**config.mk**
```make
export PLATFORM = sky130hd
export DESIGN_NAME = uart_rx_fsm
export DESIGN_NICKNAME = d
export VERILOG_FILES = /design/src/rtl/uart_rx_pkg.sv /design/src/rtl/uart_rx_fsm.sv
export SDC_FILE = /design/constraint.sdc
export NUM_CORES = 1
export LEC_CHECK = 0
export BUFFER_PORTS_ARGS = -buffer_cell sky130_fd_sc_hd__buf_4
export CAP_MARGIN = 20
export CORE_MARGIN = 2
export CORE_UTILIZATION = 40
export DETAILED_ROUTE_END_ITERATION = 8
export PLACE_DENSITY_LB_ADDON = 0.15
export SKIP_LAST_GASP = 1
export SLEW_MARGIN = 30
export SYNTH_ARGS = -nofsm -noshare
export SYNTH_HDL_FRONTEND = slang
export SYNTH_SLANG_ARGS = --single-unit
```
**constraint.sdc**
```tcl
create_clock -name CLK_FSM -period 1.98 [get_ports CLK_FSM]
set_input_delay 0 -clock CLK_FSM [delete_from_list [all_inputs] [get_ports CLK_FSM]]
set_output_delay 0 -clock CLK_FSM [all_outputs]
set_load 0.03 [all_outputs]
```
**src/rtl/uart_rx_pkg.sv**
```systemverilog
// Shared definitions for the UART receiver: frame-sequencer state encoding,
// default frame geometry and the bit index that marks the start bit.
package uart_rx_pkg;

    localparam int UART_DATA_WIDTH  = 8;
    localparam int UART_PRESC_WIDTH = 6;

    // The counter's bit_cnt is 0 during the start bit; data bits follow at 1..DATA_WIDTH.
    localparam int START_BIT_IDX = 0;

    typedef enum logic [2:0] {
        ST_IDLE   = 3'd0,
        ST_START  = 3'd1,
        ST_DATA   = 3'd2,
        ST_PARITY = 3'd3,
        ST_STOP   = 3'd4,
        ST_DONE   = 3'd5
    } uart_rx_state_e;

endpackage : uart_rx_pkg

```
**src/rtl/uart_rx_fsm.sv**
```systemverilog
// UART RX frame sequencer: walks START/DATA/PARITY/STOP on the shared edge/bit
// counter, gates the sampler, deserializer and checkers, and flags frame results.
module uart_rx_fsm
    import uart_rx_pkg::*;
#(
    parameter int DATA_WIDTH  = UART_DATA_WIDTH,
    parameter int PRESC_WIDTH = UART_PRESC_WIDTH
) (
    input  logic                   CLK_FSM,
    input  logic                   RST_FSM,
    input  logic                   RX_IN,
    input  logic                   PAR_EN,
    input  logic [PRESC_WIDTH-1:0] prescale,
    input  logic [PRESC_WIDTH-1:0] edge_cnt,
    input  logic [PRESC_WIDTH-1:0] bit_cnt,
    input  logic                   strt_glitch,
    input  logic                   par_err,
    input  logic                   stp_err,
    output logic                   cnt_en,
    output logic                   samp_en,
    output logic                   deser_en,
    output logic                   strt_chk_en,
    output logic                   par_chk_en,
    output logic                   stp_chk_en,
    output logic                   data_valid,
    output logic                   par_error,
    output logic                   stop_error,
    output logic                   busy,
    output logic [2:0]             o_dbg_state
);

    uart_rx_state_e r_state;
    uart_rx_state_e w_next_state;

    logic [PRESC_WIDTH-1:0] w_presc_m1;
    logic                   w_eob;
    logic                   w_last_data_bit;
    logic                   r_par_error;
    logic                   r_stop_error;

    assign w_presc_m1      = prescale - PRESC_WIDTH'(1);
    assign w_eob           = (edge_cnt == w_presc_m1);
    assign w_last_data_bit = (bit_cnt == PRESC_WIDTH'(START_BIT_IDX + DATA_WIDTH));

    always_ff @(posedge CLK_FSM) begin
        if (!RST_FSM) begin
            r_state <= ST_IDLE;
        end else begin
            r_state <= w_next_state;
        end
    end

    // Error flags are registered so they land in the first IDLE cycle after the failing EOB.
    always_ff @(posedge CLK_FSM) begin
        if (!RST_FSM) begin
            r_par_error  <= 1'b0;
            r_stop_error <= 1'b0;
        end else begin
            r_par_error  <= (r_state == ST_PARITY) && w_eob && par_err;
            r_stop_error <= (r_state == ST_STOP) && w_eob && stp_err;
        end
    end

    always_comb begin
        w_next_state = r_state;
        case (r_state)
            ST_IDLE: begin
                if (!RX_IN) w_next_state = ST_START;
            end
            ST_START: begin
                if (w_eob) w_next_state = strt_glitch ? ST_IDLE : ST_DATA;
            end
            ST_DATA: begin
                if (w_eob && w_last_data_bit) w_next_state = PAR_EN ? ST_PARITY : ST_STOP;
            end
            ST_PARITY: begin
                if (w_eob) w_next_state = par_err ? ST_IDLE : ST_STOP;
            end
            ST_STOP: begin
                if (w_eob) w_next_state = stp_err ? ST_IDLE : ST_DONE;
            end
            ST_DONE: begin
                // A low line here is the next frame's start bit, one cycle late.
                w_next_state = RX_IN ? ST_IDLE : ST_START;
            end
            default: w_next_state = ST_IDLE;
        endcase
    end

    always_comb begin
        cnt_en      = 1'b0;
        strt_chk_en = 1'b0;
        par_chk_en  = 1'b0;
        stp_chk_en  = 1'b0;
        data_valid  = 1'b0;
        case (r_state)
            ST_START: begin
                cnt_en      = 1'b1;
                strt_chk_en = 1'b1;
            end
            ST_DATA: begin
                cnt_en = 1'b1;
            end
            ST_PARITY: begin
                cnt_en     = 1'b1;
                par_chk_en = 1'b1;
            end
            ST_STOP: begin
                cnt_en     = 1'b1;
                stp_chk_en = 1'b1;
            end
            ST_DONE: begin
                data_valid = 1'b1;
            end
            default: begin
                cnt_en = 1'b0;
            end
        endcase
    end

    assign samp_en     = cnt_en;
    assign deser_en    = (r_state == ST_DATA) && w_eob;
    assign par_error   = r_par_error;
    assign stop_error  = r_stop_error;
    assign busy        = (r_state != ST_IDLE);
    assign o_dbg_state = r_state;

endmodule : uart_rx_fsm
```
# After elaboration in Yosys (flattened, before gate mapping)
# Index checks and enable logic that the tools add are counted.
totals:
  mem_count: 0
  mem_bits_rw: 0
  latch_bits: 0
  output_inout_bits: 13
  rom_bits: 0
  register_bits: 5
classes:
  n_reduce_logical: 10
  add_sub_neg: 1
  bitwise: 0
  order_cmp: 0
  shift: 0
  multipliers: 0
  muxes: 16
  eq_ne: 12
  div_mod_pow: 0
op_table:
  columns: ["op", "count"]
  rows:
  - ["3-bit two-way mux", 8]
  - ["3-bit one-hot mux with 6 select lines", 1]
  - ["2-bit inequality test (second input constant)", 5]
  - ["3-bit by 2-bit == test with 1-bit output (second input constant)", 2]
  - ["3-bit == test (second input constant)", 2]
  - ["6-bit by 4-bit == test with 1-bit output (second input constant)", 1]
  - ["6-bit == test", 1]
  - ["1-bit logical AND", 6]
  - ["1-bit two-way mux", 6]
  - ["6-bit by 1-bit subtractor with 6-bit output (second input constant)", 1]
  - ["5-bit AND reduction", 1]
  - ["4-bit OR reduction", 1]
  - ["3-bit by 1-bit == test with 1-bit output (second input constant)", 1]
  - ["3-bit zero test", 1]
  - ["3-bit nonzero test", 1]
  - ["2-bit two-way mux", 1]

# Depth between registers and ports, before layout
# Gate-level depths: netlist of run 1.
logic_depth:
  word_depth: 5
  ltp_mapped: 7

# Worst setup path before layout of run 1
# No wires, ideal clock.
synth_path:
  kind: "register to register"
  start: "reg r_state[2], in the netlist o_dbg_state[2]"
  end: "reg r_state[2], in the netlist o_dbg_state[2]"
  period_less_slack_ns: 2.107
  setup_time_ns: 0.072
  path_stages_with_launch: 6
  t_arrival_ns: 2.036
  required_ns: 1.908
  slack_ns: -0.127
  cell_sequence: "dfxtp_1 -> clkbuf_1 -> nor3b_1 -> nor2b_1 -> o21ai_0 -> mux2i_1"
synth_via:
  elab_chain_len: 3
  word_cells_on_any_way: 13
  classes_between: "10 x eq/ne; 1 x mux; 2 x reduce/logical"
synth_rtl:
  columns: ["element", "line_no", "rtl"]
  rows:
  - ["start: declaration", "uart_rx_fsm.sv:32", "uart_rx_state_e r_state;"]
  - ["start signal: assignment", "uart_rx_fsm.sv:49", "r_state <= w_next_state;"]
  - ["3-bit by 2-bit == test with 1-bit output (tied with other cells)", "uart_rx_fsm.sv:66", "case (r_state)"]
  - ["2-bit inequality test (no source line)", null, null]
  - ["5-bit AND reduction (no source line)", null, null]
# Parallel ways exist; a longest one is shown, timed or not.
# A chain may end at the register's enable or synchronous reset.

# Worst setup path after layout of run 1
layout_path:
  start: "reg r_state[1], in the netlist o_dbg_state[1]"
  end: "reg r_state[2], in the netlist o_dbg_state[2]"
# Same word-level chain as after synthesis.

==> flow_summary.ini, run 1 <==
[global_routing]
grt_pass1_vias = 640
grtUsageTotal = 0.186
overflow = 0
antenna_found_initial = 0
grt_pass1_wl_um = 2660
grt_start_max_net_pins = 18

[min_path]
min-delay-start = RST_FSM
hold_class = in -> reg

[synth]
synth_edf_count = 0
yosys.area_share.adder = 0.0215
syn_area_um2 = 583
synth_top_area_cell = dfxtp_1
synth_top_family_by_area = simple AND/OR/NAND/NOR gates
ys_top_cells_by_area = dfxtp_1, inv_1, and3b_1
synth_xor_area_frac = 0.0901
synth_mux_area_frac = 0.0343
synth_compound_area_frac = 0.215
synth_cells = 76
synth_common_cells = inv_1, nand2_1, dfxtp_1
synth_most_common_cell = inv_1
ys_seq_elements = 5
synth_fp_nets = 102
synth_warnings = 0
synth_top_area_share = 0.172
yosysSeqAreaShare = 0.172
synth.avg_cell_area_um2 = 7.67
synth.distinct_cells = 35
async_flop_share = 0
synthFlopType = dfxtp_1
yosys.area_share.simple = 0.391

[clocking]
postCtsHoldBufs = 0
numClockSinks = 5
post_cts_resized = 0
clkLatencyLatePin_ps = 240
htreeDepth = 1
cts.clk_slew.worst_paths_ps = 50
cts_tree = yes
cts_buffers = 3
cts_setup_buffers = 0
cts.path.max_buffers = 2
root_buffer = clkbuf_4

[detailed_routing]
routed_wirelength_um = 1540
drt-wirelength-per-cell_um = 12.0
routed_via_density = 5.51
drtIter0Drc = 15
antenna_left = 0
post-route-drc-count = 0
dr.pass1.iters = 4
vias = 711

[cells_and_area]
syn2layout_area_growth_pct = 54.3
num_antenna_cells = 0
multiInputGateArea_um2 = 443
final_util = 0.674
drive_gt1_frac = 0.412
fill_cells = 120
nets = 141
seqCellArea_um2 = 100
fin_area_um2 = 900

[sta]
fin_tns_setup_ps = 0
drv_slew = 0
fin_crit_ps = 1740
rsz0062_at_grt = no
finalHoldViolCount = 0
period_share = 0.876
fin_worst_skew_ps = 3.82
slew_headroom = 0.659
fmax_ghz = 0.576
layout_setup_ws_ps = 245
tightest_slew_ps = 510
final-setup-viol-count = 0

[die]
ios = 38
dieArea_um2 = 1780
coreArea_um2 = 1330
die_w_um = 42.2
row_count = 13
start_util = 0.437
die_h_um = 42.2

[critical_path]
endpoint = o_dbg_state[2]$_SDFFE_PN0P_
startpoint = o_dbg_state[1]$_SDFFE_PN0P_
r2r-start = o_dbg_state[1]$_SDFFE_PN0P_
critPathCaptureType = flop
worstSetupPathType = reg -> reg
cp_max_fo = 17
timing.rr.end = o_dbg_state[2]$_SDFFE_PN0P_
arrival_ps = 1910
r2r_cells = 5
crit_required_ps = 2150
r2r_slack_ps = 240
cp-start-kind = flop

[placed_design]
place_hpwl_um = 1220
numPortBuffers = 37
dp_slack_ps = 247
placed_cell_area_um2 = 873
place_congestion = 0.736

[run]
maxCapViolations = 0

[power]
ir_drop_mv = 0.488
p_total_mw = 0.639
power_density_nw_per_um2 = 710
p_leak_nw = 0.452

[run_status]
outcome = finished clean
critical path, cell delays in order, from the launching register on:
cell       delay [ps]
dfxtp_1           460
nor3b_1           230
a2111oi_2         480
inv_1              90
o211ai_1          180
mux2i_1           220
worst min path at each step:
stage                                  end  slack, ps  cells past startpoint
3_5_place_dp          par_error$_SDFF_PN0_        270                      2
2_1_floorplan  o_dbg_state[1]$_SDFFE_PN0P_        110                      2
3_3_place_gp          par_error$_SDFF_PN0_        270                      2
6_report       o_dbg_state[1]$_SDFFE_PN0P_         20                      3
4_1_cts        o_dbg_state[1]$_SDFFE_PN0P_         10                      3
5_1_grt               par_error$_SDFF_PN0_         10                      2
layout make-up:
class                      instances  share of cell area
tap                               15              0.0209
clock buffer                       4              0.0292
multi-input combinational         60               0.492
sequential                         5               0.111
timing repair buffer              38               0.317
inverter                           7              0.0292
through the flow:
stage / hold slack, ps / cells
floorplan: 109 / 76
global placement: 271 / 125
detailed placement: 268 / 125
CTS: 13.6 / 129
global route: 14.6 / 129
finish: 17.3 / 129
state kept, by name, indices dropped and copies added (netlist names):
signal	count
o_dbg_state	3
stop_error	1
par_error	1
metal layers:
metal	global-route usage	part of all wire	vias up
met4	0.0688	0.019	0
met2	0.314	0.46	29
li1	-	-	349
met3	0.0560	0.084	4
met1	0.221	0.44	329
met5	0	0	-
cell usage in the layout (no fill, tap or decap), drive strengths merged, types with 3 or more instances in the layout:
master / n
clkbuf: 4
dfxtp: 5
nor2: 4
nand2b: 3
and3b: 3
buf: 38
inv: 7
a21oi: 3
nor2b: 3
nand2: 6
nor3b: 3
xnor2: 3
xor2: 3
power by group:
part / switching (mW) / internal (mW) / total [mW]
sequential: 0.0104 / 0.111 / 0.121
clock: 0.0441 / 0.0763 / 0.120
combinational: 0.226 / 0.171 / 0.397
total: 0.281 / 0.358 / 0.639
cells by family after synthesis:
family                     after synthesis
xor gates and xnor gates                 6
and+or+nand+nor                         36
adders and majority gates                1
buffers and inverters                   11
muxes                                    2
AOI/OAI and AO/OA                       15
DFF                                      5
(Power assumes the default switching activity.)
==> inputs of run 2 (changes only) <==
CORE_ASPECT_RATIO = 1.1   (was not set)
==> run 2 against run 1 <==
Global-route usage is 1.5 points higher. Critical path depth stayed put. Sequential share of layout area is 0.11 points lower. Largest power group unchanged.
==> flow_summary.ini, run 2 (synthesis gave the netlist of run 1 again) <==
[clocking]
postCtsHoldBufs = 0
cts.path.max_buffers = 2
htreeDepth = 1
cts_buffers = 3
cts.clk_slew.worst_paths_ps = 40
cts_setup_buffers = 0
cts_tree = yes
post_cts_resized = 0
root_buffer = clkbuf_4
clkLatencyLatePin_ps = 240
numClockSinks = 5

[power]
power_density_nw_per_um2 = 696
p_total_mw = 0.633
p_leak_nw = 0.457
ir_drop_mv = 0.301

[sta]
period_share = 0.846
final-setup-viol-count = 0
layout_setup_ws_ps = 306
tightest_slew_ps = 476
fin_worst_skew_ps = 0.523
finalHoldViolCount = 0
drv_slew = 0
fin_crit_ps = 1670
fin_tns_setup_ps = 0
fmax_ghz = 0.597
slew_headroom = 0.682
rsz0062_at_grt = no

[die]
die_w_um = 40.4
ios = 38
die_h_um = 44.0
start_util = 0.427
dieArea_um2 = 1780
row_count = 14
coreArea_um2 = 1370

[detailed_routing]
vias = 689
antenna_left = 0
post-route-drc-count = 0
drtIter0Drc = 9
routed_wirelength_um = 1490
drt-wirelength-per-cell_um = 11.4
dr.pass1.iters = 4
routed_via_density = 5.26

[critical_path]
cp_max_fo = 17
arrival_ps = 1840
critPathCaptureType = flop
cp-start-kind = flop
crit_required_ps = 2150
worstSetupPathType = reg -> reg

[global_routing]
grtUsageTotal = 0.201
antenna_found_initial = 0
overflow = 0
grt_start_max_net_pins = 18
grt_pass1_wl_um = 2580
grt_pass1_vias = 637

[placed_design]
numPortBuffers = 37
dp_slack_ps = 314
place_hpwl_um = 1240
place_congestion = 0.792
placed_cell_area_um2 = 882

[cells_and_area]
fin_area_um2 = 908
fill_cells = 126
num_antenna_cells = 0
final_cell_mix = buf_4, inv_1, nand2_1
nets = 142
seqCellArea_um2 = 100
layout_commonest_cell = buf_4
largest_register_ffs = 3
multiInputGateArea_um2 = 443
syn2layout_area_growth_pct = 55.8
drive_gt1_frac = 0.417

[min_path]
hold_class = in -> reg

[run_status]
outcome = finished clean

[run]
maxCapViolations = 0
-- run 2: cell type report --
class / instances / area share
Multi-Input combinational cell: 60 / 0.488
Timing Repair Buffer: 39 / 0.322
Sequential cell: 5 / 0.110
Clock buffer: 4 / 0.0289
Inverter: 7 / 0.0289
Tap cell: 16 / 0.0220
-- run 2: metrics by stage --
stage	hold WS (ps)	cells	util
finish	30.9	131	0.665
global placement	268	127	0.646
global route	28.2	131	0.665
floorplan	109	76	-
detailed placement	273	127	0.646
CTS	22.8	131	0.665
-- run 2: final timing paths --
path | from | end | slack, ps | cells after the start
max reg2reg | o_dbg_state[1]$_SDFFE_PN0P_ | o_dbg_state[0]$_SDFFE_PN0P_ | 310 | 5
min | RST_FSM | o_dbg_state[1]$_SDFFE_PN0P_ | 30 | 3
min reg2reg | o_dbg_state[0]$_SDFFE_PN0P_ | o_dbg_state[0]$_SDFFE_PN0P_ | 650 | 3
max | o_dbg_state[1]$_SDFFE_PN0P_ | o_dbg_state[0]$_SDFFE_PN0P_ | 310 | 5
-- run 2: metal layers --
layer / vias up / global-route usage / part of all wire
met2: 27 / 0.340 / 0.51
met5: - / 0 / 0
met1: 306 / 0.255 / 0.42
li1: 352 / - / -
met3: 4 / 0.0151 / 0.050
met4: 0 / 0.0800 / 0.013
-- run 2: power breakdown --
part / switching [mW] / total [mW] / internal (mW)
registers: 0.00408 / 0.115 / 0.111
clock network: 0.0385 / 0.115 / 0.0760
logic: 0.232 / 0.403 / 0.171
-- run 2: critical path, stage by stage, from the launching register on --
cell and delay [ps]:
dfxtp_1 450, nor3b_1 220, a2111oi_2 470, inv_1 80, o211ai_1 170, mux2i_1 210
==> inputs of run 3 (changes only) <==
CORE_UTILIZATION = 37   (was 40)
clock period = 1.3 ns   (was 1.98 ns; I/O delays follow)
==> run 3 against run 2 <==
The run now ends with negative setup slack left. Core utilization rose by 11 points. Sequential power rose by 65%. Non-clock buffer count rose by 14. Combinational power rose by 110%. Wire length rose by 23%. Largest power group unchanged. Global-route usage rose by 0.46 points. First-iteration DRC count did not move. Register-to-register slack got worse by 470 ps. Power rose by 91%. Clock power rose by 52%.
==> flow_summary.ini, run 3 (synthesis gave the netlist of run 1 again) <==
[run_status]
outcome = finished, violations left
violations = negative setup slack

[critical_path]
slowest_delay_ps = 380
worstSetupPathType = reg -> reg
arrival_ps = 1580
cpLargestDelayFamily = simple AND/OR/NAND/NOR gates
slowest_stage = or3_4
critPathCaptureType = flop
path_buf_inv = 0
crit_required_ps = 1420
path_cells = or3_4, and2_4, o41ai_4, o211ai_1, mux2i_1
cp-start-kind = flop
cp_max_fo = 5

[sta]
fin_crit_ps = 1470
final-setup-viol-count = 8
finalHoldViolCount = 0
fin_worst_skew_ps = 4.15
layout_setup_ws_ps = -166
slew_headroom = 0.634
fmax_ghz = 0.682
rsz0062_at_grt = yes
drv_slew = 0
period_share = 1.13
tightest_slew_ps = 541

[global_routing]
grt_pass1_wl_um = 2900
grt_pass1_vias = 690
grt_start_max_net_pins = 12
antenna_found_initial = 0
overflow = 0
grtUsageTotal = 0.206

[clocking]
cts_tree = yes
htreeDepth = 1
cts_buffers = 3
clkLatencyLatePin_ps = 240
cts.path.max_buffers = 2
cts.clk_slew.worst_paths_ps = 40
root_buffer = clkbuf_4
numClockSinks = 5

[placed_design]
placedCellCount = 136
place_hpwl_um = 1280
place_congestion = 0.763
numPortBuffers = 37
dp_slack_ps = -129

[power]
swShare = 0.416
p_comb_frac = 0.699
seqPwrFrac = 0.157
ir_drop_mv = 0.643
power_density_nw_per_um2 = 1030
clkPwrFrac = 0.144
p_leak_nw = 0.562
internal-power_mw = 0.707
p_sw_mw = 0.504
p_total_mw = 1.21

[detailed_routing]
drtIter0Drc = 9
drt-wirelength-per-cell_um = 12.6
post-route-drc-count = 0
routed_wirelength_um = 1840
antenna_left = 0
vias = 755
dr.pass1.iters = 3
met1_length_um = 728
routed_via_density = 5.17
routed-wl-met2_um = 975
highest_layer = met4
wl_met3_um = 82

[min_path]
hold_class = in -> reg

[die]
dieArea_um2 = 1910
coreArea_um2 = 1520
ios = 38
start_util = 0.384
die_w_um = 41.9
row_count = 15
die_h_um = 45.6

[cells_and_area]
drive_gt1_frac = 0.605
final_cell_mix = buf_4, buf_6, nand2_1
syn2layout_area_growth_pct = 102
seqCellArea_um2 = 111
layoutNonFillerInstCount = 146
nets = 156
largest_register_ffs = 3
layout_commonest_cell = buf_4
multiInputGateArea_um2 = 549
num_antenna_cells = 0
fill_cells = 114

[run]
maxCapViolations = 0
## run 3: changes by cell type in the layout (fill, tap and decap cells not counted), sizes merged
| cell | change |
|---|---|
| buf | +14 |
## run 3: worst register-to-register path: stages (launching register included)
cell and delay (ps):
dfxtp_4 370, or3_4 380, and2_4 190, o41ai_4 50, o211ai_1 210, mux2i_1 150
## run 3: through the flow
stage / setup TNS [ps] / util / hold WS (ps) / cell area [um2]
2_1_floorplan: -471 / - / 99.6 / 627
3_3_place_gp: -384 / 0.641 / 262 / 975
4_1_cts: -764 / 0.740 / 8.48 / 1120
5_1_grt: -1280 / 0.774 / 23.7 / 1180
6_report: -856 / 0.774 / 9.34 / 1180
3_5_place_dp: -598 / 0.641 / 257 / 975
## run 3: cell type report
| type | count | share of cell area |
|---|---|---|
| multi-input combinational | 60 | 0.467 |
| sequential | 5 | 0.0946 |
| inverter | 7 | 0.0223 |
| clock buffer | 4 | 0.0223 |
| tap | 17 | 0.0181 |
| timing repair buffer | 53 | 0.376 |
## run 3: worst paths after layout
check	startpoint	to	slack, ps	depth (start not counted)
setup / recovery	o_dbg_state[2]$_SDFFE_PN0P_	o_dbg_state[2]$_SDFFE_PN0P_	-170	5
hold / removal	RST_FSM	o_dbg_state[1]$_SDFFE_PN0P_	9	3
setup reg to reg	o_dbg_state[2]$_SDFFE_PN0P_	o_dbg_state[2]$_SDFFE_PN0P_	-170	5
hold reg to reg	o_dbg_state[2]$_SDFFE_PN0P_	o_dbg_state[1]$_SDFFE_PN0P_	620	3
## run 3: timing repair
item,4_1_cts,5_1_grt
setup endpoints to repair,5,8
gates cloned,0,0
pin swaps,3,4
resized for setup,16,11
hold buffers,0,0
setup buffers,6,0
## run 3: power groups by stage
stage          Sequential (mW)  Clock, mW  Combinational (mW)
6_report                 0.190      0.175               0.847
5_1_grt                  0.195      0.189               0.906
3_3_place_gp             0.191          0               0.706
4_1_cts                  0.190      0.177               0.799
2_1_floorplan            0.233          0               0.394
3_5_place_dp             0.192          0               0.722
## run 3: metal layers
metal,GRT usage,vias up
li1,-,383
met1,0.221,340
met2,0.378,26
met3,0.0238,6
met4,0.148,0
met5,0,-
